## src/rtl/debug_capture_sequencer_if.sv

```systemverilog
// rtl/debug_capture_sequencer_if.sv - control, sample and FIFO-write bundle for the capture sequencer
interface debug_capture_sequencer_if #(
  parameter int SIZE    = 1,
  parameter int USEDW_W = 13
);
  logic [1:0]              ctrl_mode;
  logic                    ctrl_arm;
  logic                    ctrl_abort;
  logic                    trigger;
  logic [7:0]              decim;
  logic [32*SIZE-1:0]      debug_wireout;
  logic [USEDW_W*SIZE-1:0] fifo_wrusedw;
  logic                    buffer_wrreq;
  logic [32*SIZE-1:0]      buffer_data;
  logic                    busy;
  logic [15:0]             block_count;
  logic                    trig_missed;

  modport master (
    output ctrl_mode, ctrl_arm, ctrl_abort, trigger, decim, debug_wireout, fifo_wrusedw,
    input  buffer_wrreq, buffer_data, busy, block_count, trig_missed
  );

  modport slave (
    input  ctrl_mode, ctrl_arm, ctrl_abort, trigger, decim, debug_wireout, fifo_wrusedw,
    output buffer_wrreq, buffer_data, busy, block_count, trig_missed
  );
endinterface

```

## src/rtl/debug_capture_sequencer.sv

```systemverilog
// rtl/debug_capture_sequencer.sv - sequences fixed-length marker-terminated blocks of debug samples into FIFOs
module debug_capture_sequencer #(
  parameter int          SIZE       = 1,
  parameter int          BLOCK_LEN  = 1024,
  parameter int          FIFO_DEPTH = 4096,
  parameter int          USEDW_W    = 13,
  parameter logic [31:0] MARKER     = 32'hFFFF_FFFF
) (
  input logic clk,
  input logic reset,
  debug_capture_sequencer_if.slave bus
);
  localparam int unsigned SPACE_MAX = FIFO_DEPTH - BLOCK_LEN;
  localparam int          CNT_W     = $clog2(BLOCK_LEN);
  localparam logic [CNT_W-1:0] LAST_SMP = CNT_W'(BLOCK_LEN - 2);

  typedef enum logic [2:0] {
    S_IDLE, S_WAIT_SPACE, S_WAIT_TRIG, S_CAPTURE, S_MARKER
  } state_t;

  state_t             r_state, w_state;
  logic [1:0]         r_mode, w_mode;
  logic [7:0]         r_decim, w_decim;
  logic [7:0]         r_dec_cnt, w_dec_cnt;
  logic [CNT_W-1:0]   r_smp_cnt, w_smp_cnt;
  logic               r_abort_pend, w_abort_pend;
  logic               r_trig, r_trig_d;
  logic               r_wrreq, w_wrreq;
  logic [32*SIZE-1:0] r_data, w_data;
  logic [15:0]        r_blk_cnt, w_blk_cnt;
  logic               r_trig_missed, w_trig_missed;
  logic               w_space;
  logic               w_trig_edge;

  // Edge is taken on the registered trigger so the path from the pin is a single flop.
  assign w_trig_edge = r_trig & ~r_trig_d;

  always_comb begin
    w_space = 1'b1;
    for (int i = 0; i < SIZE; i++) begin
      if (32'(bus.fifo_wrusedw[i*USEDW_W +: USEDW_W]) > SPACE_MAX) w_space = 1'b0;
    end
  end

  always_ff @(posedge clk or negedge reset) begin
    if (!reset) begin
      r_state       <= S_IDLE;
      r_mode        <= 2'd0;
      r_decim       <= 8'd0;
      r_dec_cnt     <= 8'd0;
      r_smp_cnt     <= '0;
      r_abort_pend  <= 1'b0;
      r_trig        <= 1'b0;
      r_trig_d      <= 1'b0;
      r_wrreq       <= 1'b0;
      r_data        <= '0;
      r_blk_cnt     <= 16'd0;
      r_trig_missed <= 1'b0;
    end else begin
      r_state       <= w_state;
      r_mode        <= w_mode;
      r_decim       <= w_decim;
      r_dec_cnt     <= w_dec_cnt;
      r_smp_cnt     <= w_smp_cnt;
      r_abort_pend  <= w_abort_pend;
      r_trig        <= bus.trigger;
      r_trig_d      <= r_trig;
      r_wrreq       <= w_wrreq;
      r_data        <= w_data;
      r_blk_cnt     <= w_blk_cnt;
      r_trig_missed <= w_trig_missed;
    end
  end

  always_comb begin
    w_state       = r_state;
    w_mode        = r_mode;
    w_decim       = r_decim;
    w_dec_cnt     = r_dec_cnt;
    w_smp_cnt     = r_smp_cnt;
    w_abort_pend  = r_abort_pend;
    w_wrreq       = 1'b0;
    w_data        = r_data;
    w_blk_cnt     = r_blk_cnt;
    w_trig_missed = r_trig_missed;

    if (w_trig_edge && r_mode == 2'd3 && r_state != S_WAIT_TRIG) w_trig_missed = 1'b1;

    case (r_state)
      S_IDLE: begin
        w_abort_pend = 1'b0;
        if (bus.ctrl_arm && bus.ctrl_mode != 2'd0 && !bus.ctrl_abort) begin
          w_mode        = bus.ctrl_mode;
          w_decim       = bus.decim;
          w_trig_missed = 1'b0;
          w_state       = S_WAIT_SPACE;
        end
      end
      S_WAIT_SPACE: begin
        w_dec_cnt = 8'd0;
        w_smp_cnt = '0;
        if (bus.ctrl_abort) w_state = S_IDLE;
        else if (w_space) w_state = (r_mode == 2'd3) ? S_WAIT_TRIG : S_CAPTURE;
      end
      S_WAIT_TRIG: begin
        w_dec_cnt = 8'd0;
        w_smp_cnt = '0;
        if (bus.ctrl_abort) w_state = S_IDLE;
        else if (w_trig_edge) w_state = S_CAPTURE;
      end
      S_CAPTURE: begin
        if (bus.ctrl_abort) w_abort_pend = 1'b1;
        if (r_dec_cnt == 8'd0) begin
          w_wrreq   = 1'b1;
          w_data    = bus.debug_wireout;
          w_dec_cnt = r_decim;
          w_smp_cnt = r_smp_cnt + 1'b1;
          if (r_smp_cnt == LAST_SMP) w_state = S_MARKER;
        end else begin
          w_dec_cnt = r_dec_cnt - 8'd1;
        end
      end
      S_MARKER: begin
        w_wrreq   = 1'b1;
        w_data    = {SIZE{MARKER}};
        w_blk_cnt = r_blk_cnt + 16'd1;
        if (r_abort_pend || bus.ctrl_abort || r_mode == 2'd2) begin
          w_abort_pend = 1'b0;
          w_state      = S_IDLE;
        end else begin
          w_state = S_WAIT_SPACE;
        end
      end
      default: w_state = S_IDLE;
    endcase
  end

  assign bus.buffer_wrreq = r_wrreq;
  assign bus.buffer_data  = r_data;
  assign bus.busy         = (r_state != S_IDLE);
  assign bus.block_count  = r_blk_cnt;
  assign bus.trig_missed  = r_trig_missed;
endmodule

```

## src/flat_wrapper.sv

```systemverilog
// flat-port wrapper written by rule: the top's interface ports become plain ports
module debug_capture_sequencer_flat 
#(
  parameter int          SIZE       = 1,
  parameter int          BLOCK_LEN  = 1024,
  parameter int          FIFO_DEPTH = 4096,
  parameter int          USEDW_W    = 13,
  parameter logic [31:0] MARKER     = 32'hFFFF_FFFF
)
  (clk, reset, bus_ctrl_mode, bus_ctrl_arm, bus_ctrl_abort, bus_trigger, bus_decim, bus_debug_wireout, bus_fifo_wrusedw, bus_buffer_wrreq, bus_buffer_data, bus_busy, bus_block_count, bus_trig_missed);
  debug_capture_sequencer_if #(.SIZE(SIZE), .USEDW_W(USEDW_W)) bus_i ();
  input logic clk;
  input logic reset;
  input wire logic [$bits(bus_i.ctrl_mode)-1:0] bus_ctrl_mode;
  input wire logic [$bits(bus_i.ctrl_arm)-1:0] bus_ctrl_arm;
  input wire logic [$bits(bus_i.ctrl_abort)-1:0] bus_ctrl_abort;
  input wire logic [$bits(bus_i.trigger)-1:0] bus_trigger;
  input wire logic [$bits(bus_i.decim)-1:0] bus_decim;
  input wire logic [$bits(bus_i.debug_wireout)-1:0] bus_debug_wireout;
  input wire logic [$bits(bus_i.fifo_wrusedw)-1:0] bus_fifo_wrusedw;
  output wire logic [$bits(bus_i.buffer_wrreq)-1:0] bus_buffer_wrreq;
  output wire logic [$bits(bus_i.buffer_data)-1:0] bus_buffer_data;
  output wire logic [$bits(bus_i.busy)-1:0] bus_busy;
  output wire logic [$bits(bus_i.block_count)-1:0] bus_block_count;
  output wire logic [$bits(bus_i.trig_missed)-1:0] bus_trig_missed;
  assign bus_i.ctrl_mode = bus_ctrl_mode;
  assign bus_i.ctrl_arm = bus_ctrl_arm;
  assign bus_i.ctrl_abort = bus_ctrl_abort;
  assign bus_i.trigger = bus_trigger;
  assign bus_i.decim = bus_decim;
  assign bus_i.debug_wireout = bus_debug_wireout;
  assign bus_i.fifo_wrusedw = bus_fifo_wrusedw;
  assign bus_buffer_wrreq = bus_i.buffer_wrreq;
  assign bus_buffer_data = bus_i.buffer_data;
  assign bus_busy = bus_i.busy;
  assign bus_block_count = bus_i.block_count;
  assign bus_trig_missed = bus_i.trig_missed;
  debug_capture_sequencer #(.SIZE(SIZE), .BLOCK_LEN(BLOCK_LEN), .FIFO_DEPTH(FIFO_DEPTH), .USEDW_W(USEDW_W), .MARKER(MARKER)) u_core (.clk(clk), .reset(reset), .bus(bus_i));
endmodule
```

## config.mk

```make
export PLATFORM = sky130hd
export DESIGN_NAME = debug_capture_sequencer_flat
export DESIGN_NICKNAME = d
export VERILOG_FILES = /design/src/rtl/debug_capture_sequencer_if.sv /design/src/rtl/debug_capture_sequencer.sv /design/src/flat_wrapper.sv
export SDC_FILE = /design/constraint.sdc
export NUM_CORES = 1
export LEC_CHECK = 0
export ABC_CLOCK_PERIOD_IN_PS = 2600
export BUFFER_PORTS_ARGS = -buffer_cell sky130_fd_sc_hd__buf_2
export CAP_MARGIN = 10
export CORE_MARGIN = 4
export CORE_UTILIZATION = 54
export CTS_BUF_LIST = sky130_fd_sc_hd__clkbuf_8
export CTS_CLUSTER_SIZE = 14
export DETAILED_ROUTE_END_ITERATION = 10
export PLACE_DENSITY = 0.83
export SLEW_MARGIN = 20
export SYNTH_ARGS = -nofsm -noshare
export SYNTH_HDL_FRONTEND = slang
export SYNTH_SLANG_ARGS = --single-unit
```

## constraint.sdc

```tcl
create_clock -name clk -period 2.6 [get_ports clk]
set_input_delay 0.26 -clock clk [delete_from_list [all_inputs] [get_ports clk]]
set_output_delay 0.26 -clock clk [all_outputs]
set_load 0.01 [all_outputs]
```

Yosys cells after proc, flatten, opt, wreduce, memory -nomap -nowiden --
Cells that the tools add are included.
Cells by class: shifts and indexed selects 0, $add $sub $neg 3, reduce and logical (&&, ||, !) cells 20, multiplexer cells 24, divide/modulo/power cells 0, bitwise logic cells 2, equal/unequal tests 15, order comparisons 1, $mul 0
Operator list (number):
- 32-bit case mux with 2 select lines | 1
- 32-bit two-way mux | 1
- 3-bit two-way mux | 7
- 10-bit case mux with 2 select lines | 1
- 16-bit by 1-bit adder with 16-bit output, second input constant | 1
- 8-bit case mux with 2 select lines | 1
- 3-bit case mux with 5 select lines | 1
- 13-bit by 12-bit > comparator with 1-bit output, second input constant | 1
- 10-bit by 1-bit adder with 10-bit output, second input constant | 1
- 10-bit equality test, second input constant | 1
- 10-bit two-way mux | 1
- 8-bit logical NOT | 1
- 1-bit two-way mux | 8
- 8-bit two-way mux | 1
- 2-bit by 1-bit != test with 1-bit output, second input constant | 4
- 8-bit by 1-bit subtractor with 8-bit output, second input constant | 1
- 3-bit by 2-bit equality test with 1-bit output, second input constant | 2
- 3-bit by 2-bit != test with 1-bit output, second input constant | 2
- 2-bit AND reduction | 3
- 2-bit nonzero test | 3
- 3-bit nonzero test | 2
- 5-bit AND reduction | 1
- 2-bit equality test, second input constant | 2
- 1-bit logical AND | 4
- other kinds (13) | 14
Word-level totals: word-level logic and storage cells 77, ROM bits 0, latch bits 0, register bits after elaboration 84, input port bits 60, output and inout bits 51, memories 0, memory bits (writable) 0

Longest topological paths before layout --
Gate-level depths: netlist of the first run.
depth after elaboration 7, depth in mapped cells 7, depth with buffers taken out 6

Least setup slack after synthesis of the first run --
OpenSTA, ideal clock, no wires.
path kind flip-flop to flip-flop, start point reg u_core.r_dec_cnt[0], end point reg u_core.r_smp_cnt[5], arrival time 1759 ps, clock period less this slack 1900 ps, required time 2460 ps, library setup time 140 ps, cell stages (with the launch flop) 8, path slack 700 ps, path buffers 1, path through dfrtp_1 inv_1 ha_1 nor4b_4 a21oi_2 clkbuf_1 o41ai_1 a21oi_1
On the way: longest elaborated chain between the ends 3
Ends and longest elaborated chain:
- from (decl) | line debug_capture_sequencer.sv:24 | logic [7:0] r_dec_cnt, w_dec_cnt;
- from (signal assigned) | line debug_capture_sequencer.sv:63 | r_dec_cnt <= w_dec_cnt;
- 8-bit logical NOT | line debug_capture_sequencer.sv:113 | if (r_dec_cnt == 8'd0) begin
- 2-bit by 1-bit != test with 1-bit output (no source line)
- 2-bit AND reduction (no source line)
- to (signal assigned) | line debug_capture_sequencer.sv:64 | r_smp_cnt <= w_smp_cnt;
- to (decl) | line debug_capture_sequencer.sv:25 | logic [CNT_W-1:0] r_smp_cnt, w_smp_cnt;
No other way between the ends. A chain may end at the register's enable or synchronous reset.

Final worst setup path of the first run --
start point reg u_core.r_dec_cnt[0], end point reg u_core.r_dec_cnt[7]
On the way: longest elaborated chain between the ends 3, elaborated cells on any way between the ends 4, classes of those cells add/sub (1); mux (2); reduce/logical (1)
Ends and longest elaborated chain:
- 8-bit by 1-bit subtractor with 8-bit output or 8-bit logical NOT (tied branches) | line debug_capture_sequencer.sv:120, debug_capture_sequencer.sv:113
- 8-bit two-way mux * | line debug_capture_sequencer.sv:113
- 8-bit case mux with 2 select lines * | line debug_capture_sequencer.sv:89 | case (r_state)
Mark *: on every way between the ends. The rest lies on a longest branch, timed or not.

==> flow_metrics.env, run 1 <==
export IMPL_h_tree_depth=3
export IMPL_min_delay_start="bus_debug_wireout[16]"
export IMPL_fin_crit_sh_pct=81.9
export IMPL_ant_nets=0
export IMPL_place_congestion=0.873
export IMPL_ctsResizeCount=0
export IMPL_layout_commonest_cell="buf_2"
export IMPL_hp_class="in2reg"
export IMPL_yosysTopAreaCellShare_pct=54.8
export IMPL_placementRows=30
export IMPL_ys_ff_latch=84
export IMPL_synth_cell_types=53
export IMPL_dominantRegCellSynth="dfrtp_1"
export IMPL_hold_slack_ps=95.7
export IMPL_dpl_instance_area_mm2=0.00452
export IMPL_synth_area_leaders="dfrtp_1, nand2_1, nand3_1"
export IMPL_synth_cells=386
export IMPL_die_w_um=92.3
export IMPL_antenna_cells=0
export IMPL_fillers=537
export IMPL_die_y_um=92.3
export IMPL_setup_viol_count_final=0
export IMPL_arrival_ps=2400
export IMPL_first_pass_iters=4
export IMPL_dieArea_mm2=0.00852
export IMPL_max_cap_viol_count=0
export IMPL_start_util_pct=56.2
export IMPL_power_density_mw_per_mm2=1100
export IMPL_drt_iter0_markers=272
export IMPL_port_buffer_count=110
export IMPL_cts_root_buf="clkbuf_8"
export IMPL_timing_rr_start="u_core.r_dec_cnt[0]"
export IMPL_syn_avg_cell_area_um2=9.94
export IMPL_yosysWarningCount=0
export IMPL_clk_path_buf_depth=2
export IMPL_grt_max_degree=54
export IMPL_rsz0062_at_grt="no"
export IMPL_synth_xor_area_share_pct=3.42
export IMPL_routed_wl_um=9580
export IMPL_core_mm2=0.00683
export IMPL_crit_required_ps=2870
export IMPL_worstSkewPairLatency_ps=370
export IMPL_antenna_found_initial=0
export IMPL_total_power_mw=5.23
export IMPL_tightest_slew_ps=689
export IMPL_hold_buffers=2
export IMPL_fin_cells=601
export IMPL_synth_edf_count=0
export IMPL_fin_worst_skew_ps=16.5
export IMPL_grt_overflow_total=0
export IMPL_vias=3401
export IMPL_crit_path_end_kind="register"
export IMPL_power_leakage_nw=2.38
export IMPL_synthMuxAreaShare_pct=3.46
export IMPL_status="finished, final reports clean"
export IMPL_tritoncts="done"
export IMPL_ir_drop_mv=0.666
export IMPL_clkTransAtPathRegs_ps=100
export IMPL_yosys_area_top_type="dfrtp_1"
export IMPL_synth_compound_area_share_pct=9.55
export IMPL_slowest_delay_ps=540
export IMPL_grt_pass1_wl_um=16300
export IMPL_clock_sinks=84
export IMPL_drv_slew=0
export IMPL_cp_start_kind="register"
export IMPL_cp_slowest_cell="or4b_4"
export IMPL_syn_area_mm2=0.00384
export IMPL_final_area_mm2=0.00474
export IMPL_final_cell_mix="buf_2, dfrtp_1, nand2_1"
export IMPL_critPathKind="reg2reg"
export IMPL_synth_simple_area_share_pct=24.7
export IMPL_dp_cells=583
export IMPL_cp_max_fo=35
export IMPL_clock_fmax_mhz=470
export IMPL_dp_hpwl_um=6600
export IMPL_track_usage_pct=24.1
export IMPL_final_hold_violation_count=0
export IMPL_fin_crit_ps=2130
export IMPL_seq_area_frac_synth_pct=54.8
export IMPL_synth_top_family_by_area="simple AND/OR/NAND/NOR gates"
export IMPL_via_per_inst=5.66
export IMPL_final_nets=564
export IMPL_ios=111
export IMPL_area_growth_pct=23.4
export IMPL_startpoint="u_core.r_dec_cnt[0]"
export IMPL_fin_setup_tns_ps=0
export IMPL_ff2ff_setup_slack_ps=470
export IMPL_drive_gt1_share_pct=30.1
export IMPL_grt_pass1_vias=3455
export IMPL_cts_made_buffers=9
export IMPL_crit_chain="inv_1 -> ha_1 -> or4b_4 -> nor3_4 -> buf_4 -> a22oi_1 -> o21ai_0"
export IMPL_slew_headroom_pct=54.1
export IMPL_wire_per_inst_um=15.9
export IMPL_syn_nets=450
export IMPL_synthAdderAreaFrac_pct=1.30
export IMPL_post_cts_buffers=0
export IMPL_drc=0
export IMPL_async_reset_ff_share_pct=100
## metrics by stage
stage	worst slack, ps	util (%)
2_1_floorplan	700	-
3_3_place_gp	608	66.1
3_5_place_dp	496	66.1
4_1_cts	492	69.3
5_1_grt	353	69.3
6_report	471	69.3
## worst paths after layout
| path | to | depth (start not counted) |
|---|---|---|
| worst max-delay path | u_core.r_dec_cnt[7] | 7 |
| worst min-delay path | u_core.bus.buffer_data[16] | 3 |
| worst max register to register | u_core.r_dec_cnt[7] | 7 |
| worst min register to register | u_core.r_trig_d | 0 |
| max in group asynchronous | u_core.r_smp_cnt[3] | 3 |
| min in group asynchronous | u_core.bus.buffer_data[0] | 2 |
## critical path: cells and delay by family (launching register included)
family | cells | cell delay, ps
AO/OA/AOI/OAI | 2 | 250
adder cells (fa/ha/maj) | 1 | 220
buffers and inverters | 2 | 430
flip-flops | 1 | 420
AND/OR/NAND/NOR | 2 | 710
## cell usage after synthesis, types with 7 or more instances
cell type,n
nor2_1,10
xnor2_1,11
o31ai_1,7
dfrtp_1,84
mux2_2,10
o21ai_0,15
clkbuf_1,13
or4_1,9
nor3_1,7
inv_1,9
nand2_1,80
nand3_1,49
a21oi_1,14
## cells by family after synthesis
| family | after synthesis |
|---|---|
| simple gates | 187 |
| flops | 84 |
| compound gates | 57 |
| buf+inv | 27 |
| xor+xnor | 15 |
| mux | 12 |
| fa+ha+maj | 4 |
## where the power goes
| part | internal [mW] | leakage [nW] | switching [mW] |
|---|---|---|---|
| combinational | 0.933 | 1.20 | 1.29 |
| clock | 0.450 | 0.0981 | 0.496 |
| sequential | 1.73 | 1.09 | 0.333 |
## state kept, by name, indices dropped and copies added, names as in the netlist
| name | count |
|---|---|
| u_core.bus.buffer_data | 32 |
| u_core.bus.block_count | 16 |
| u_core.r_smp_cnt | 10 |
| u_core.r_dec_cnt | 8 |
| u_core.r_decim | 8 |
| u_core.r_state | 3 |
| u_core.r_mode | 2 |
| u_core.bus.buffer_wrreq | 1 |
| u_core.bus.trig_missed | 1 |
| u_core.r_abort_pend | 1 |
| u_core.r_trig | 1 |
| u_core.r_trig_d | 1 |
## cell type report
cell class / count / area, um2 / area share (%)
clock buffers: 9 / 124 / 2.62
clock inverters: 7 / 75.1 / 1.59
inverters: 9 / 33.8 / 0.713
multi-input cells: 275 / 1630 / 34.4
flip-flops and latches: 84 / 2100 / 44.4
well taps: 96 / 120 / 2.54
repair buffers: 121 / 653 / 13.8
## per-layer routing
metal  global-route usage (%)  part of all wire [%]  up-vias
li1                         -                     -     1595
met1                     30.2                    40     1672
met2                     39.4                    52      112
met3                     5.85                   5.9       22
met4                     11.8                   2.7        0
met5                        0                     0        -
No activity file was read; power rests on OpenSTA's default activity.
==> run 2, diff against run 1 <==
--- a/config.mk
+++ b/config.mk
@@ -5,7 +5,7 @@
 export SDC_FILE = /design/constraint.sdc
 export NUM_CORES = 1
 export LEC_CHECK = 0
-export ABC_CLOCK_PERIOD_IN_PS = 2600
+export ABC_CLOCK_PERIOD_IN_PS = 2029
 export BUFFER_PORTS_ARGS = -buffer_cell sky130_fd_sc_hd__buf_2
 export CAP_MARGIN = 10
 export CORE_MARGIN = 4
==> constraint.sdc (replaced) <==
create_clock -name clk -period 2.03 [get_ports clk]
set_input_delay 0.203 -clock clk [delete_from_list [all_inputs] [get_ports clk]]
set_output_delay 0.203 -clock clk [all_outputs]
set_load 0.01 [all_outputs]
==> flow_metrics.env, run 2 (synthesis gave the netlist of run 1 again) <==
export IMPL_status="finished, final reports clean"
export IMPL_start_util_pct=56.2
export IMPL_final_cell_mix="buf_2, dfrtp_1, nand2_1"
export IMPL_total_power_mw=7.01
export IMPL_final_nets=575
export IMPL_clkTransAtPathRegs_ps=100
export IMPL_grt_pass1_vias=3391
export IMPL_power_density_mw_per_mm2=1430
export IMPL_cts_root_buf="clkbuf_8"
export IMPL_ios=111
export IMPL_crit_required_ps=2320
export IMPL_power_leakage_nw=2.46
export IMPL_clock_fmax_mhz=501
export IMPL_tritoncts="done"
export IMPL_die_y_um=92.3
export IMPL_slew_headroom_pct=61.5
export IMPL_vias=3352
export IMPL_min_delay_start="bus_debug_wireout[15]"
export IMPL_cts_made_buffers=9
export IMPL_ant_nets=0
export IMPL_fin_setup_tns_ps=0
export IMPL_setup_viol_count_final=0
export IMPL_routed_wl_um=9280
export IMPL_antenna_found_initial=0
export IMPL_critPathKind="reg2reg"
export IMPL_grt_pass1_wl_um=15400
export IMPL_drv_slew=0
export IMPL_wire_per_inst_um=15.2
export IMPL_use_met2_pct=37.7
export IMPL_clk_path_buf_depth=2
export IMPL_antenna_cells=0
export IMPL_cp_start_kind="register"
export IMPL_area_growth_pct=27.3
export IMPL_final_hold_violation_count=0
export IMPL_die_w_um=92.3
export IMPL_grt_overflow_total=0
export IMPL_dp_hpwl_um=6510
export IMPL_rsz0062_at_grt="yes"
export IMPL_use_met1_pct=27.6
export IMPL_track_usage_pct=22.6
export IMPL_place_congestion=0.894
export IMPL_fin_worst_skew_ps=15.5
export IMPL_dp_cells=594
export IMPL_max_cap_viol_count=0
export IMPL_worstSkewPairLatency_ps=360
export IMPL_h_tree_depth=3
export IMPL_fin_cells=612
export IMPL_post_cts_buffers=0
export IMPL_drive_gt1_share_pct=32.4
export IMPL_fin_crit_ps=1990
export IMPL_tightest_slew_ps=577
export IMPL_clock_sinks=84
export IMPL_dieArea_mm2=0.00852
export IMPL_port_buffer_count=110
export IMPL_timing_rr_start="u_core.r_dec_cnt[1]"
export IMPL_crit_path_end_kind="register"
export IMPL_drc=0
export IMPL_via_per_inst=5.48
export IMPL_layout_commonest_cell="buf_2"
export IMPL_postLayoutCoreUtil_pct=71.5
export IMPL_met3_usage_pct=6.17
export IMPL_place_ws_ps=27.3
export IMPL_cp_max_fo=20
export IMPL_grt_busiest_layer="met2"
export IMPL_placementRows=30
export IMPL_arrival_ps=2290
export IMPL_hold_slack_ps=46.7
export IMPL_dpl_instance_area_mm2=0.00460
export IMPL_fin_ws_ps=35.6
export IMPL_ir_drop_mv=0.722
export IMPL_final_area_mm2=0.00488
export IMPL_largest_reg_flops=32
export IMPL_drt_iter0_markers=180
export IMPL_fin_crit_sh_pct=98.2
export IMPL_first_pass_iters=4
export IMPL_grt_max_degree=46
export IMPL_startpoint="u_core.r_dec_cnt[1]"
export IMPL_hp_class="in2reg"
export IMPL_fillers=524
export IMPL_core_mm2=0.00683
-- run 2: changes by cell type in the layout (fill, tap and decap cells not counted), sizes merged --
cell,delta
inv,-1
buf,+11
clkinv,+2
clkinvlp,-2
bufinv,+1
-- run 2: critical path, stage by stage (launching register included) --
cell     delay, ps
dfrtp_1        400
inv_1           80
ha_1           230
or4b_4         540
nor3_4         240
buf_4          270
nand2_1         90
nand3_1         90
-- run 2: metal layers --
| metal | up-vias | share of wire, % |
|---|---|---|
| met5 | - | 0 |
| met4 | 0 | 2.1 |
| met3 | 16 | 6.4 |
| met2 | 109 | 50 |
| met1 | 1608 | 41 |
| li1 | 1619 | - |
-- run 2: what timing repair did --
action                     CTS  global route
hold endpoints to repair    44             0
resized for setup            0             6
hold buffers                 2             0
setup endpoints to repair    0            30
-- run 2: cell type report --
class	instances	area [um2]	share of cell area, %
Sequential cell	84	2100	43.0
Multi-Input combinational cell	275	1660	34.0
Timing Repair Buffer	132	739	15.1
Clock buffer	9	124	2.54
Tap cell	96	120	2.46
Clock inverter	7	104	2.13
Inverter	9	33.8	0.692
-- run 2: power breakdown --
| part | internal, mW | leakage [nW] | switching (mW) |
|---|---|---|---|
| sequential | 2.21 | 1.09 | 0.398 |
| clock | 0.710 | 0.115 | 0.650 |
| combinational | 1.32 | 1.26 | 1.71 |
| total | 4.25 | 2.46 | 2.76 |
-- run 2: path summary, 6_finish.rpt --
check                                             end  cells past startpoint  slack (ps)
min in group asynchronous  u_core.bus.buffer_data[19]                      2         380
max in group asynchronous  u_core.bus.block_count[10]                      3        1060
max reg2reg                u_core.bus.buffer_data[12]                      7          40
min reg2reg                           u_core.r_trig_d                      0         380
min                        u_core.bus.buffer_data[15]                      3          50
max                        u_core.bus.buffer_data[12]                      7          40
==> run 3, diff against run 2 <==
==> constraint.sdc (replaced) <==
create_clock -name clk -period 2.03 [get_ports clk]
set_input_delay 0.609 -clock clk [delete_from_list [all_inputs] [get_ports clk]]
set_output_delay 0.609 -clock clk [all_outputs]
set_load 0.01 [all_outputs]
==> flow_metrics.env, run 3 (synthesis gave the netlist of run 1 again) <==
export IMPL_r2r_end="u_core.r_dec_cnt[3]"
export IMPL_layout_commonest_cell="buf_2"
export IMPL_via_per_inst=5.48
export IMPL_drt_iter0_markers=237
export IMPL_ff2ff_setup_slack_ps=110
export IMPL_clock_fmax_mhz=519
export IMPL_grt_max_degree=85
export IMPL_h_tree_depth=3
export IMPL_final_nets=573
export IMPL_place_congestion=0.877
export IMPL_dp_cells=594
export IMPL_dieArea_mm2=0.00852
export IMPL_tritoncts="done"
export IMPL_clkTransAtPathRegs_ps=80
export IMPL_cp_start_kind="register"
export IMPL_wire_per_inst_um=14.5
export IMPL_timing_rr_start="u_core.r_dec_cnt[1]"
export IMPL_clock_sinks=84
export IMPL_cts_root_buf="clkbuf_8"
export IMPL_vias=3341
export IMPL_power_leakage_nw=2.44
export IMPL_die_w_um=92.3
export IMPL_fin_crit_ps=1930
export IMPL_r2r_worst_path_cells=6
export IMPL_final_cell_mix="buf_2, dfrtp_1, nand2_1"
export IMPL_grt_overflow_total=0
export IMPL_fin_worst_skew_ps=12.5
export IMPL_setup_viol_count_final=0
export IMPL_fin_cells=610
export IMPL_drv_slew=0
export IMPL_slew_headroom_pct=70.1
export IMPL_crit_path_end_kind="output pin"
export IMPL_critPathKind="reg2out"
export IMPL_dp_hpwl_um=6440
export IMPL_antenna_found_initial=0
export IMPL_hp_class="in2async"
export IMPL_core_mm2=0.00683
export IMPL_fin_ws_ps=104
export IMPL_start_util_pct=56.2
export IMPL_fin_crit_sh_pct=94.9
export IMPL_placementRows=30
export IMPL_largest_reg_flops=32
export IMPL_place_ws_ps=-15.7
export IMPL_dpl_instance_area_mm2=0.00460
export IMPL_drive_gt1_share_pct=32.7
export IMPL_fillers=503
export IMPL_area_growth_pct=26.4
export IMPL_fin_setup_tns_ps=0
export IMPL_postLayoutCoreUtil_pct=71.0
export IMPL_port_buffer_count=110
export IMPL_routed_wl_um=8860
export IMPL_total_power_mw=6.86
export IMPL_track_usage_pct=21.5
export IMPL_final_hold_violation_count=0
export IMPL_ir_drop_mv=0.813
export IMPL_final_area_mm2=0.00485
export IMPL_max_cap_viol_count=0
export IMPL_hold_buffers=0
export IMPL_rsz0062_at_grt="no"
export IMPL_die_y_um=92.3
export IMPL_ant_nets=0
export IMPL_grt_pass1_vias=3263
export IMPL_antenna_cells=0
export IMPL_cts_made_buffers=9
export IMPL_startpoint="u_core.r_state[1]"
export IMPL_crit_required_ps=1420
export IMPL_worstSkewPairLatency_ps=350
export IMPL_tightest_slew_ps=449
export IMPL_first_pass_iters=4
export IMPL_drc=0
export IMPL_cp_max_fo=12
export IMPL_clk_path_buf_depth=2
export IMPL_power_density_mw_per_mm2=1410
export IMPL_status="finished, final reports clean"
export IMPL_hold_slack_ps=248
export IMPL_ios=111
export IMPL_grt_pass1_wl_um=14900
export IMPL_arrival_ps=1320
## run 3: cell types whose count changed in the layout (fill, tap and decap cells not counted), moves of 2 or more
cell,change
clkinvlp_4,+2
dlygate4sd3_1,-2
inv_2,+2
nor4_1,+2
nor4_2,-2
## run 3: power by group
part           internal (mW)  switching, mW
clock                  0.574          0.608
combinational           1.37           1.70
sequential              2.22          0.386
total                   4.16           2.70
## run 3: worst max-delay path by stage
stage,endpoint,depth (start not counted)
after floorplan,u_core.r_smp_cnt[5],7
after global placement,u_core.r_dec_cnt[0],6
after detailed placement,u_core.r_dec_cnt[3],6
after CTS,bus_busy,4
after global routing,u_core.r_dec_cnt[3],6
final,bus_busy,4
## run 3: timing repair
| action | 4_1_cts | 5_1_grt |
|---|---|---|
| buffers inserted | 0 | 0 |
| pin swaps | 0 | 2 |
| resized for setup | 2 | 9 |
| setup endpoints to repair | 1 | 31 |
| gates cloned | 0 | 0 |
## run 3: per-layer routing
metal | up-vias | wire length (um) | global-route usage, %
li1 | 1610 | - | -
met1 | 1618 | 3640 | 27.5
met2 | 95 | 4560 | 35.9
met3 | 18 | 481 | 5.04
met4 | 0 | 174 | 7.80
met5 | - | 0 | 0
## run 3: final cells by class
| class | count | area (um2) | area share (%) |
|---|---|---|---|
| Sequential cell | 84 | 2100 | 43.3 |
| Inverter | 9 | 33.8 | 0.697 |
| Clock buffer | 9 | 124 | 2.55 |
| Clock inverter | 7 | 75.1 | 1.55 |
| Timing Repair Buffer | 130 | 723 | 14.9 |
| Tap cell | 96 | 120 | 2.48 |
| Multi-Input combinational cell | 275 | 1670 | 34.5 |
## run 3: critical path, cell delays in order (launching register included)
cell and delay [ps]:
dfrtp_1 380, buf_4 180, nor3_4 200, inv_1 70, buf_2 140
